**src/rtl/bf16_norm_round.sv**
```systemverilog
// Normalize / round-to-nearest-even / pack unit producing a bf16 word and a one-hot class flag.
// Normalization moves one bit per cycle; one operation in flight, valid/ready on both sides.
module bf16_norm_round #(
    parameter int EXP_WIDTH  = 8,
    parameter int SIG_WIDTH  = 7,
    parameter int FLAG_WIDTH = 4,
    parameter int MANT_WIDTH = 16
) (
    input  logic                           i_clk,
    input  logic                           i_rst_n,
    input  logic                           i_valid,
    output logic                           o_ready,
    input  logic                           i_sign,
    input  logic [EXP_WIDTH+1:0]           i_exp,
    input  logic [MANT_WIDTH-1:0]          i_mant,
    input  logic [FLAG_WIDTH-1:0]          i_flag,
    output logic                           o_valid,
    input  logic                           i_ready,
    output logic [EXP_WIDTH+SIG_WIDTH:0]   o_data,
    output logic [FLAG_WIDTH-1:0]          o_flag
);

    localparam int EW      = EXP_WIDTH + 2;
    localparam int DW      = EXP_WIDTH + SIG_WIDTH + 1;
    localparam int MW      = MANT_WIDTH;
    localparam int LSB_POS = MW - 2 - SIG_WIDTH;
    localparam int GRD_POS = LSB_POS - 1;
    localparam int F_NAN   = 3;
    localparam int F_ZERO  = 2;
    localparam int F_INF   = 1;
    localparam int F_NORM  = 0;

    localparam logic [FLAG_WIDTH-1:0] FL_NAN  = FLAG_WIDTH'(1) << F_NAN;
    localparam logic [FLAG_WIDTH-1:0] FL_ZERO = FLAG_WIDTH'(1) << F_ZERO;
    localparam logic [FLAG_WIDTH-1:0] FL_INF  = FLAG_WIDTH'(1) << F_INF;
    localparam logic [FLAG_WIDTH-1:0] FL_NORM = FLAG_WIDTH'(1) << F_NORM;

    localparam logic signed [EW-1:0] EXP_ONE  = EW'(1);
    localparam logic signed [EW-1:0] EXP_ZERO = '0;
    localparam logic signed [EW-1:0] EXP_INF  = EW'((1 << EXP_WIDTH) - 1);

    localparam logic [MW-1:0] ROUND_INC = MW'(1) << LSB_POS;
    localparam logic [DW-1:0] QNAN = {1'b0, {EXP_WIDTH{1'b1}}, 1'b1, {(SIG_WIDTH-1){1'b0}}};

    typedef enum logic [1:0] {
        S_IDLE,
        S_NORM,
        S_ROUND,
        S_DONE
    } state_t;

    state_t                 r_state, w_state_next;
    logic                   r_sign,  w_sign_next;
    logic signed [EW-1:0]   r_exp,   w_exp_next;
    logic [MW-1:0]          r_mant,  w_mant_next;
    logic [DW-1:0]          r_data,  w_data_next;
    logic [FLAG_WIDTH-1:0]  r_flag,  w_flag_next;
    logic                   r_valid, w_valid_next;

    logic                   w_round_up;
    logic [MW-1:0]          w_round_mant;
    logic                   w_round_carry;
    logic signed [EW-1:0]   w_round_exp;
    logic [SIG_WIDTH-1:0]   w_round_frac;
    logic                   w_unused;

    // Carry out of the increment lands in the top mantissa bit, so it is seen before the frac slice.
    assign w_round_up    = r_mant[GRD_POS] & ((|r_mant[GRD_POS-1:0]) | r_mant[LSB_POS]);
    assign w_round_mant  = w_round_up ? (r_mant + ROUND_INC) : r_mant;
    assign w_round_carry = w_round_mant[MW-1];
    assign w_round_exp   = w_round_carry ? (r_exp + EXP_ONE) : r_exp;
    assign w_round_frac  = w_round_carry ? '0 : w_round_mant[MW-3 -: SIG_WIDTH];
    assign w_unused      = ^{w_round_mant[MW-2], w_round_mant[LSB_POS-1:0], i_flag[F_NORM]};

    always_ff @(posedge i_clk or negedge i_rst_n) begin
        if (!i_rst_n) begin
            r_state <= S_IDLE;
            r_sign  <= 1'b0;
            r_exp   <= '0;
            r_mant  <= '0;
            r_data  <= '0;
            r_flag  <= '0;
            r_valid <= 1'b0;
        end else begin
            r_state <= w_state_next;
            r_sign  <= w_sign_next;
            r_exp   <= w_exp_next;
            r_mant  <= w_mant_next;
            r_data  <= w_data_next;
            r_flag  <= w_flag_next;
            r_valid <= w_valid_next;
        end
    end

    // ROUND is entered on the same edge that completes normalization, giving 2+N latency.
    always_comb begin
        w_state_next = r_state;
        w_sign_next  = r_sign;
        w_exp_next   = r_exp;
        w_mant_next  = r_mant;
        w_data_next  = r_data;
        w_flag_next  = r_flag;
        w_valid_next = r_valid;
        case (r_state)
            S_IDLE: begin
                if (i_valid) begin
                    w_sign_next = i_sign;
                    w_exp_next  = i_exp;
                    w_mant_next = i_mant;
                    if (i_flag[F_NAN]) begin
                        w_data_next  = QNAN;
                        w_flag_next  = FL_NAN;
                        w_valid_next = 1'b1;
                        w_state_next = S_DONE;
                    end else if (i_flag[F_INF]) begin
                        w_data_next  = {i_sign, {EXP_WIDTH{1'b1}}, {SIG_WIDTH{1'b0}}};
                        w_flag_next  = FL_INF;
                        w_valid_next = 1'b1;
                        w_state_next = S_DONE;
                    end else if (i_flag[F_ZERO] || (i_mant == '0)) begin
                        w_data_next  = {i_sign, {(DW-1){1'b0}}};
                        w_flag_next  = FL_ZERO;
                        w_valid_next = 1'b1;
                        w_state_next = S_DONE;
                    end else if (i_mant[MW-1:MW-2] == 2'b01) begin
                        w_state_next = S_ROUND;
                    end else begin
                        w_state_next = S_NORM;
                    end
                end
            end
            S_NORM: begin
                if (r_mant[MW-1]) begin
                    w_mant_next  = {1'b0, r_mant[MW-1:2], r_mant[1] | r_mant[0]};
                    w_exp_next   = r_exp + EXP_ONE;
                    w_state_next = S_ROUND;
                end else if (!r_mant[MW-2]) begin
                    if (r_exp <= EXP_ONE) begin
                        w_data_next  = {r_sign, {(DW-1){1'b0}}};
                        w_flag_next  = FL_ZERO;
                        w_valid_next = 1'b1;
                        w_state_next = S_DONE;
                    end else begin
                        w_mant_next = r_mant << 1;
                        w_exp_next  = r_exp - EXP_ONE;
                        if (r_mant[MW-3]) begin
                            w_state_next = S_ROUND;
                        end
                    end
                end else begin
                    w_state_next = S_ROUND;
                end
            end
            S_ROUND: begin
                w_valid_next = 1'b1;
                w_state_next = S_DONE;
                if (w_round_exp >= EXP_INF) begin
                    w_data_next = {r_sign, {EXP_WIDTH{1'b1}}, {SIG_WIDTH{1'b0}}};
                    w_flag_next = FL_INF;
                end else if (w_round_exp <= EXP_ZERO) begin
                    w_data_next = {r_sign, {(DW-1){1'b0}}};
                    w_flag_next = FL_ZERO;
                end else begin
                    w_data_next = {r_sign, w_round_exp[EXP_WIDTH-1:0], w_round_frac};
                    w_flag_next = FL_NORM;
                end
            end
            S_DONE: begin
                if (i_ready) begin
                    w_valid_next = 1'b0;
                    w_state_next = S_IDLE;
                end
            end
            default: begin
                w_state_next = S_IDLE;
            end
        endcase
    end

    assign o_ready = (r_state == S_IDLE);
    assign o_valid = r_valid;
    assign o_data  = r_data;
    assign o_flag  = r_flag;

endmodule

```
**config.mk**
```make
export PLATFORM = sky130hd
export DESIGN_NAME = bf16_norm_round
export DESIGN_NICKNAME = d
export VERILOG_FILES = /design/src/rtl/bf16_norm_round.sv
export SDC_FILE = /design/constraint.sdc
export NUM_CORES = 1
export LEC_CHECK = 0
export ABC_AREA = 0
export CORE_ASPECT_RATIO = 1.1
export CORE_MARGIN = 8
export CORE_UTILIZATION = 59
export DETAILED_ROUTE_END_ITERATION = 8
export HOLD_SLACK_MARGIN = 0.02
export PLACE_DENSITY = 0.85
export SLEW_MARGIN = 40
export SYNTH_ARGS = -nofsm -noshare
export SYNTH_HDL_FRONTEND = slang
export SYNTH_SLANG_ARGS = --single-unit
```
**constraint.sdc**
```tcl
create_clock -name i_clk -period 4.1 [get_ports i_clk]
set_input_delay 0.615 -clock i_clk [delete_from_list [all_inputs] [get_ports i_clk]]
set_output_delay 0.615 -clock i_clk [all_outputs]
set_load 0.05 [all_outputs]
```
* Word-level counts from Yosys, hierarchy flattened *
Cells that the tools add are included.

storage, ports and cells
  register bits = 50
  input port bits = 35
  output and inout bits = 22

operators by class
  muxes and demuxes = 53
  equal/unequal tests = 13
  order comparisons = 3
  add/sub/neg operators = 3
  bitwise logic cells = 3
  reduce and logical (&&, ||, !) cells = 12

operator list
  cell                                                  count
  2-to-1 mux 16 bit                                     9
  2-to-1 mux 15 bit                                     5
  2-to-1 mux 10 bit                                     5
  case mux 16 bit (3 select lines)                      1
  case mux 16 bit (2 select lines)                      1
  2-to-1 mux 4 bit                                      7
  2-to-1 mux 2 bit                                      10
  case mux 10 bit (2 select lines)                      1
  adder 16 x 8 -> 16 bit, second input constant         1
  logical NOT 16 bit                                    1
  case mux 4 bit (3 select lines)                       1
  AND reduction 6 bit                                   2
  adder 10 x 2 -> 10 bit, second input constant         1
  >= comparator 10 x 9 -> 1 bit, second input constant  1
  <= comparator 10 x 1 -> 1 bit, second input constant  1
  <= comparator 10 x 2 -> 1 bit, second input constant  1
  inequality test 2 bit, second input constant          5
  subtractor 10 x 2 -> 10 bit, second input constant    1
  2-to-1 mux 1 bit                                      8
  case mux 2 bit (4 select lines)                       1
  2-to-1 mux 7 bit                                      1
  2-to-1 mux 3 bit                                      2
  inequality test 3 bit, second input constant          2
  OR reduction 6 bit                                    1
  other kinds (14)                                      18

* Logic depth before layout (Yosys ltp) *
Gate-level depths: netlist of run 1.

  depth in word-level cells = 9
  depth in mapped cells = 12

* Worst setup path before layout of run 1 *
OpenSTA, ideal clock, no wires.

  path kind = register to register
  start point = register r_exp[0]
  end point = register r_exp[3]
  stages on the path, launching flop included = 12
  library setup time = 135 ps
  arrival time = 2313 ps
  data required time = 3965 ps
  clock period less this slack = 2448 ps
  slack = 1652 ps
  path buffers = 3
  cells stage by stage = dfrtp_1 > buf_2 > inv_1 > ha_1 > or2_2 > a31oi_4 > a21oi_1 > or3_1 > buf_2 > buf_2 > o21ai_0 > o21ai_0

between the ends
  word-level cells in the longest chain between the ends = 5

RTL lines
  what                              line  text
  start, declared                   54    logic signed [EW-1:0] r_exp, w_exp_next;
  start signal, assigned            87    r_exp <= w_exp_next;
  subtractor 10 x 2 -> 10 bit       145   w_exp_next = r_exp - EXP_ONE;
  2-to-1 mux 10 bit                 138   if (r_exp <= EXP_ONE) begin
  2-to-1 mux 10 bit                 137   end else if (!r_mant[MW-2]) begin
  2-to-1 mux 10 bit                 133   if (r_mant[MW-1]) begin
  case mux 10 bit (2 select lines)  104   case (r_state)

Parallel ways exist; a longest one is shown, timed or not. The select of a mux whose other input is x is not followed.
A chain may end at the register's enable or synchronous reset.

* Worst setup path in the final report of run 1 *
  start point = register r_exp[0]
  end point = register r_exp[5]

The elaborated chain is that of the path after synthesis.

==> results of run 1 <==
[routing by layer]
layer | share of wire | up-vias | track usage | wire (µm)
li1 | - | 1588 | - | -
met4 | 0.013 | 0 | 0.0600 | 115
met2 | 0.47 | 125 | 0.311 | 4230
met5 | 0 | - | 0 | 0
met1 | 0.45 | 1544 | 0.289 | 4040
met3 | 0.064 | 9 | 0.0479 | 575
[worst max-delay path: cells and delay by family (launching register included)]
family                     cells  cell delay, ps
and+or+nand+nor                2            1110
AOI/OAI and AO/OA              4             750
DFF                            1             570
adders and majority gates      1             280
buffers and inverters          1             190
[layout make-up]
class,count,area (µm²),share of cell area
multi-input cells,319,2090,0.502
flip-flops and latches,50,1250,0.301
repair buffers,58,571,0.137
well taps,77,96.3,0.0232
clock buffers,5,68.8,0.0166
inverters,12,45.0,0.0108
clock inverters,2,38.8,0.00933
[registers in the layout, indices dropped and copies added (netlist names)]
| signal | flops |
|---|---|
| o_data | 16 |
| r_mant | 16 |
| r_exp | 10 |
| o_flag | 4 |
| r_state | 2 |
| o_valid | 1 |
| r_sign | 1 |
[synthesized netlist by cell type (3+ instances only)]
cell / count / share of area
o21ai_0: 36 / 0.051
o22a_1: 8 / 0.020
nand2b_1: 3 / 0.0053
nand2_1: 47 / 0.050
buf_2: 10 / 0.014
nor2_1: 25 / 0.027
inv_1: 11 / 0.012
dfrtp_1: 50 / 0.35
a222oi_1: 6 / 0.017
a21oi_1: 34 / 0.048
and3_1: 11 / 0.019
o21ai_2: 7 / 0.017
nand4_1: 7 / 0.012
or3_1: 4 / 0.0071
a221oi_1: 7 / 0.017
o22ai_1: 5 / 0.0089
ha_1: 9 / 0.032
o32a_1: 3 / 0.0085
o21ai_1: 3 / 0.0042
mux2i_1: 8 / 0.023
xor2_1: 12 / 0.030
clkbuf_1: 19 / 0.020
nor4_1: 8 / 0.014
nor3_1: 10 / 0.014
a21o_1: 4 / 0.0085
xnor2_1: 7 / 0.017
nand3_1: 9 / 0.013
nor2b_1: 3 / 0.0053
[cells by family (layout without fill, tap and decap cells)]
| family | after synthesis | count (layout) | synth area share |
|---|---|---|---|
| adders and majority gates | 9 | 9 | 0.0319 |
| buffers and inverters | 45 | 77 | 0.0556 |
| xor gates and xnor gates | 19 | 19 | 0.0471 |
| muxes | 9 | 9 | 0.0259 |
| DFF | 50 | 50 | 0.354 |
| and+or+nand+nor | 147 | 147 | 0.225 |
| AOI/OAI and AO/OA | 135 | 135 | 0.260 |
[power by group]
group | internal [mW] | switching [mW] | total (mW) | leakage, nW
Clock | 0.180 | 0.171 | 0.351 | 0.0542
Combinational | 0.787 | 1.27 | 2.06 | 1.00
Sequential | 0.722 | 0.363 | 1.08 | 0.612
[worst paths after layout]
path	to	slack, ps	cells after the start
max in group asynchronous	r_mant[11]$_DFFE_PN0P_	3370	1
worst max register to register	r_exp[5]$_DFFE_PN0P_	1050	8
worst min register to register	o_valid$_DFFE_PN0P_	480	1
worst min-delay path	r_exp[3]$_DFFE_PN0P_	320	1
worst max-delay path	r_exp[5]$_DFFE_PN0P_	1050	8
min in group i_clk	o_valid$_DFFE_PN0P_	480	1
==> flow_summary.toml, run 1 <==
[layout]
finalNetCount = 490
number_of_antenna_cells_inserted = 0
core_utilization_of_the_finished_layout = 0.720
mostFrequentLayoutCells = "54 x clkdlybuf4s50_1, 50 x dfrtp_1, 47 x nand2_1"
layout-area-overhead-vs-synth_pct = 17.7
layout.filler_cells = 455
mostFrequentLayoutCell = "clkdlybuf4s50_1"
share_of_cells_above_drive_strength_1 = 0.0785
postLayoutCellArea_mm2 = 0.00416
final_cells = 523

[worst_setup_path]
criticalPathCategory = "flip-flop to flip-flop"
path_max_fanout = 41
worstPathArrival_ps = 3230
startpoint = "r_exp[0]$_DFFE_PN0P_"
critical_path.most_common_cell = "o21ai_0"
worst_setup_path_end_kind = "flip-flop"
crit_path_cell_trace = "inv_1 > ha_1 > or2_2 > a31oi_4 > a21oi_1 > or3_2 > o21ai_0 > o21ai_0"
worst_path_max_delay_cell = "or3_2"
cp-start-kind = "flip-flop"
timing.rr.start = "r_exp[0]$_DFFE_PN0P_"
timing.critical_path.required_ps = 4280
crit_path_max_incr_delay_ps = 800

[place]
final_weighted_congestion_of_routability_driven_global_placement = 0.888
numPortBuffers = 55
post-dp-hpwl_um = 6400
total_placed_instance_area_mm2 = 0.00405
place_worst_setup_slack_ps = 861
total_instance_count_after_detailed_placement = 516

[clock_tree]
worst_skew_pair.late_latency_ps = 310
count_of_buffers_added_by_post_cts_timing_repair_for_setup = 0
clk_pin_slew_worst_paths_ps = 90
clkSinkCount = 50
cts-hold-fix-buffers = 0
tritoncts = "yes"
cts_root_buffer = "clkbuf_8"
clock_path_buffers = 2
cts-buffers-inserted = 5
cts.repair.resized = 0
clock_tree.htree_level_count = 2

[timing]
post-route-period-util = 0.744
report.final.setup_viol = 0
rsz0062_at_grt = "false"
worst_hold_margin_ps = 320
tightestPinTransition_ps = 639
final_critical_path_setup_slack_ps = 1050
slew_violations = 0
max_freq_mhz = 328
final.setup_skew_ps = 10.6
final_period_minus_worst_setup_slack_ps = 3050
final.setup.tns_ps = 0
hold_viol_final = 0
maxSlewHeadroom = 0.571

[drt]
via_count = 3266
drt_wl_total_um = 8970
drtPass1Iterations = 5
avgRoutedWirePerCell_um = 17.1
avgViaCountPerCell = 6.24
drc = 0
final_antenna_net_count = 0
dr.first_iter.drc_count = 374

[pwr]
power_density_mw_per_mm2 = 841
post-layout-total-power_mw = 3.50
total_leakage_power_nw = 1.67
peakVddDrop_mv = 0.429

[logic_synthesis]
synth_seq_cells = 50
cell_area_after_technology_mapping_mm2 = 0.00353
synthesis.instances = 414
mappedNetlistNets = 458
count_of_flip_flops_with_a_built_in_enable_after_synthesis = 0
proportion_of_synthesized_flip_flops_having_asynchronous_set_or_reset = 1.00
register_area_share_after_synthesis = 0.354
yosysWarnings = 0
ys_types = 66
dominantRegCellSynth = "dfrtp_1"
synthesis.area_per_instance_um2 = 8.53

[die]
number_of_top_level_design_ports = 57
fp.dieH_um = 97.2
rows = 29
die_w_um = 89.8
die_area_mm2 = 0.00872
initial_core_util = 0.612
core_area_mm2 = 0.00577

[global_routing]
grt_overflow = 0
grt_pass1_wl_um = 15600
antenna_found_initial = 0
grt_util_all_layers = 0.208
grt_pass1_vias = 3101
grt_start_max_net_pins = 51

[min_path]
holdCritPathClass = "input pin to async pin"

[run_status]
run_status = "finished clean"

[flow_run]
maxCapViolCount = 0
Note: power is estimated with default switching activity, not from simulation.
==> run 2: changes to the inputs <==
--- a/config.mk
+++ b/config.mk
@@ -8,10 +8,10 @@
 export ABC_AREA = 0
 export CORE_ASPECT_RATIO = 1.1
 export CORE_MARGIN = 8
-export CORE_UTILIZATION = 59
+export CORE_UTILIZATION = 49
 export DETAILED_ROUTE_END_ITERATION = 8
 export HOLD_SLACK_MARGIN = 0.02
-export PLACE_DENSITY = 0.85
+export PLACE_DENSITY = 0.75
 export SLEW_MARGIN = 40
 export SYNTH_ARGS = -nofsm -noshare
 export SYNTH_HDL_FRONTEND = slang
==> constraint.sdc (replaced) <==
create_clock -name i_clk -period 2.54 [get_ports i_clk]
set_input_delay 0.381 -clock i_clk [delete_from_list [all_inputs] [get_ports i_clk]]
set_output_delay 0.381 -clock i_clk [all_outputs]
set_load 0.05 [all_outputs]
==> run 2 against run 1 <==
Effect of this change:
- total power grew 71%
- clock skew shrank 3.4 ps
- via count grew 3.9%
- sequential cell count is the same
- clock power grew 36%
- non-clock buffer count grew 33
- global-route usage shrank 1.3 points
- critical path depth shrank 4
- final area grew 6.1%
- utilization shrank 9.1 points
- largest power group unchanged
==> flow_summary.toml, run 2 (synthesis gave the netlist of run 1 again) <==
[pwr]
total_leakage_power_nw = 1.81
post-layout-total-power_mw = 5.98
peakVddDrop_mv = 0.985
power_density_mw_per_mm2 = 1360

[global_routing]
grt_pass1_wl_um = 17100
grt_util_all_layers = 0.195
grt_overflow = 0
grt_pass1_vias = 3454
grt_start_max_net_pins = 51
antenna_found_initial = 0

[flow_run]
maxCapViolCount = 0

[layout]
share_of_cells_above_drive_strength_1 = 0.152
mostFrequentLayoutCells = "54 x clkdlybuf4s50_1, 50 x dfrtp_1, 47 x nand2_1"
finalNetCount = 523
core_utilization_of_the_finished_layout = 0.629
layout-area-overhead-vs-synth_pct = 24.8
mostFrequentLayoutCell = "clkdlybuf4s50_1"
number_of_antenna_cells_inserted = 0

[die]
die_area_mm2 = 0.0102
die_w_um = 97.0
core_area_mm2 = 0.00701
rows = 32
initial_core_util = 0.504
fp.dieH_um = 105
number_of_top_level_design_ports = 57

[timing]
final.setup_skew_ps = 7.18
tightestPinTransition_ps = 650
max_freq_mhz = 418
report.final.setup_viol = 0
slew_violations = 0
rsz0062_at_grt = "false"
hold_viol_final = 0
final_period_minus_worst_setup_slack_ps = 2390
maxSlewHeadroom = 0.567
post-route-period-util = 0.942

[worst_setup_path]
timing.critical_path.required_ps = 2160
criticalPathCategory = "flip-flop to output pin"
worstPathArrival_ps = 2010
worst_setup_path_end_kind = "output pin"
cp-start-kind = "flip-flop"
timing.reg2reg.worst_path_depth = 9
path_max_fanout = 8

[drt]
drt_wl_total_um = 9650
final_antenna_net_count = 0
drtPass1Iterations = 5
drc = 0
via_count = 3393
avgViaCountPerCell = 6.02
dr.first_iter.drc_count = 226
avgRoutedWirePerCell_um = 17.1

[clock_tree]
cts_root_buffer = "clkbuf_8"
cts-hold-fix-buffers = 0
tritoncts = "yes"
clock_path_buffers = 2
clock_tree.htree_level_count = 2
cts-buffers-inserted = 5
clkSinkCount = 50
worst_skew_pair.late_latency_ps = 310
clk_pin_slew_worst_paths_ps = 100

[min_path]
holdCritPathClass = "input pin to async pin"

[place]
post-dp-hpwl_um = 7270
final_weighted_congestion_of_routability_driven_global_placement = 0.887
numPortBuffers = 55

[run_status]
run_status = "finished clean"
run 2: report_power, final:
group          switching [mW]  internal [mW]
clock network           0.287          0.189
registers               0.493           1.17
logic                    2.26           1.58
run 2: worst paths after layout:
path | from | endpoint | slack, ps
max in group asynchronous | i_rst_n | r_mant[2]$_DFFE_PN0P_ | 1930
max | r_state[0]$_DFFE_PN0P_ | o_ready | 150
min in group i_clk | o_valid$_DFFE_PN0P_ | o_valid$_DFFE_PN0P_ | 490
max reg2reg | r_exp[1]$_DFFE_PN0P_ | o_flag[0]$_DFFE_PN0P_ | 210
min | i_rst_n | r_exp[2]$_DFFE_PN0P_ | 150
min reg2reg | o_valid$_DFFE_PN0P_ | o_valid$_DFFE_PN0P_ | 490
run 2: repair_timing:
action / CTS / global route
setup buffers: 0 / 0
setup endpoints to repair: 0 / 22
gates resized for setup: 0 / 6
hold endpoints to repair: 0 / 0
run 2: per-stage QoR:
| step | TNS, ps | setup WS [ps] | hold WS [ps] | instance area, µm² | instances |
|---|---|---|---|---|---|
| after global routing | 0 | 41.3 | 232 | 4410 | 564 |
| after global placement | 0 | 44.6 | 460 | 4300 | 557 |
| after CTS | 0 | 135 | 202 | 4390 | 564 |
| final | 0 | 146 | 149 | 4410 | 564 |
| after detailed placement | -16.7 | -11.1 | 472 | 4300 | 557 |
| after floorplan | 0 | 92.4 | 85.4 | 3530 | 414 |
run 2: area by class of cell:
cell class	instances	area, µm²
clock buffer	5	68.8
clock inverter	2	15.0
fill	625	2600
inverter	12	48.8
multi-input combinational	319	2100
sequential	50	1250
tap	85	106
timing repair buffer	91	816
run 2: per-layer routing:
layer,GRT usage,wire [µm],vias up
li1,-,-,1663
met1,0.262,4490,1611
met2,0.316,4580,107
met3,0.0290,449,12
met4,0.0539,128,0
met5,0,0,-
run 2: critical path: stages, from the launching register on:
cell and delay, ps:
dfrtp_1 440, inv_1 100, ha_1 180, buf_4 160, clkdlybuf4s50_1 810
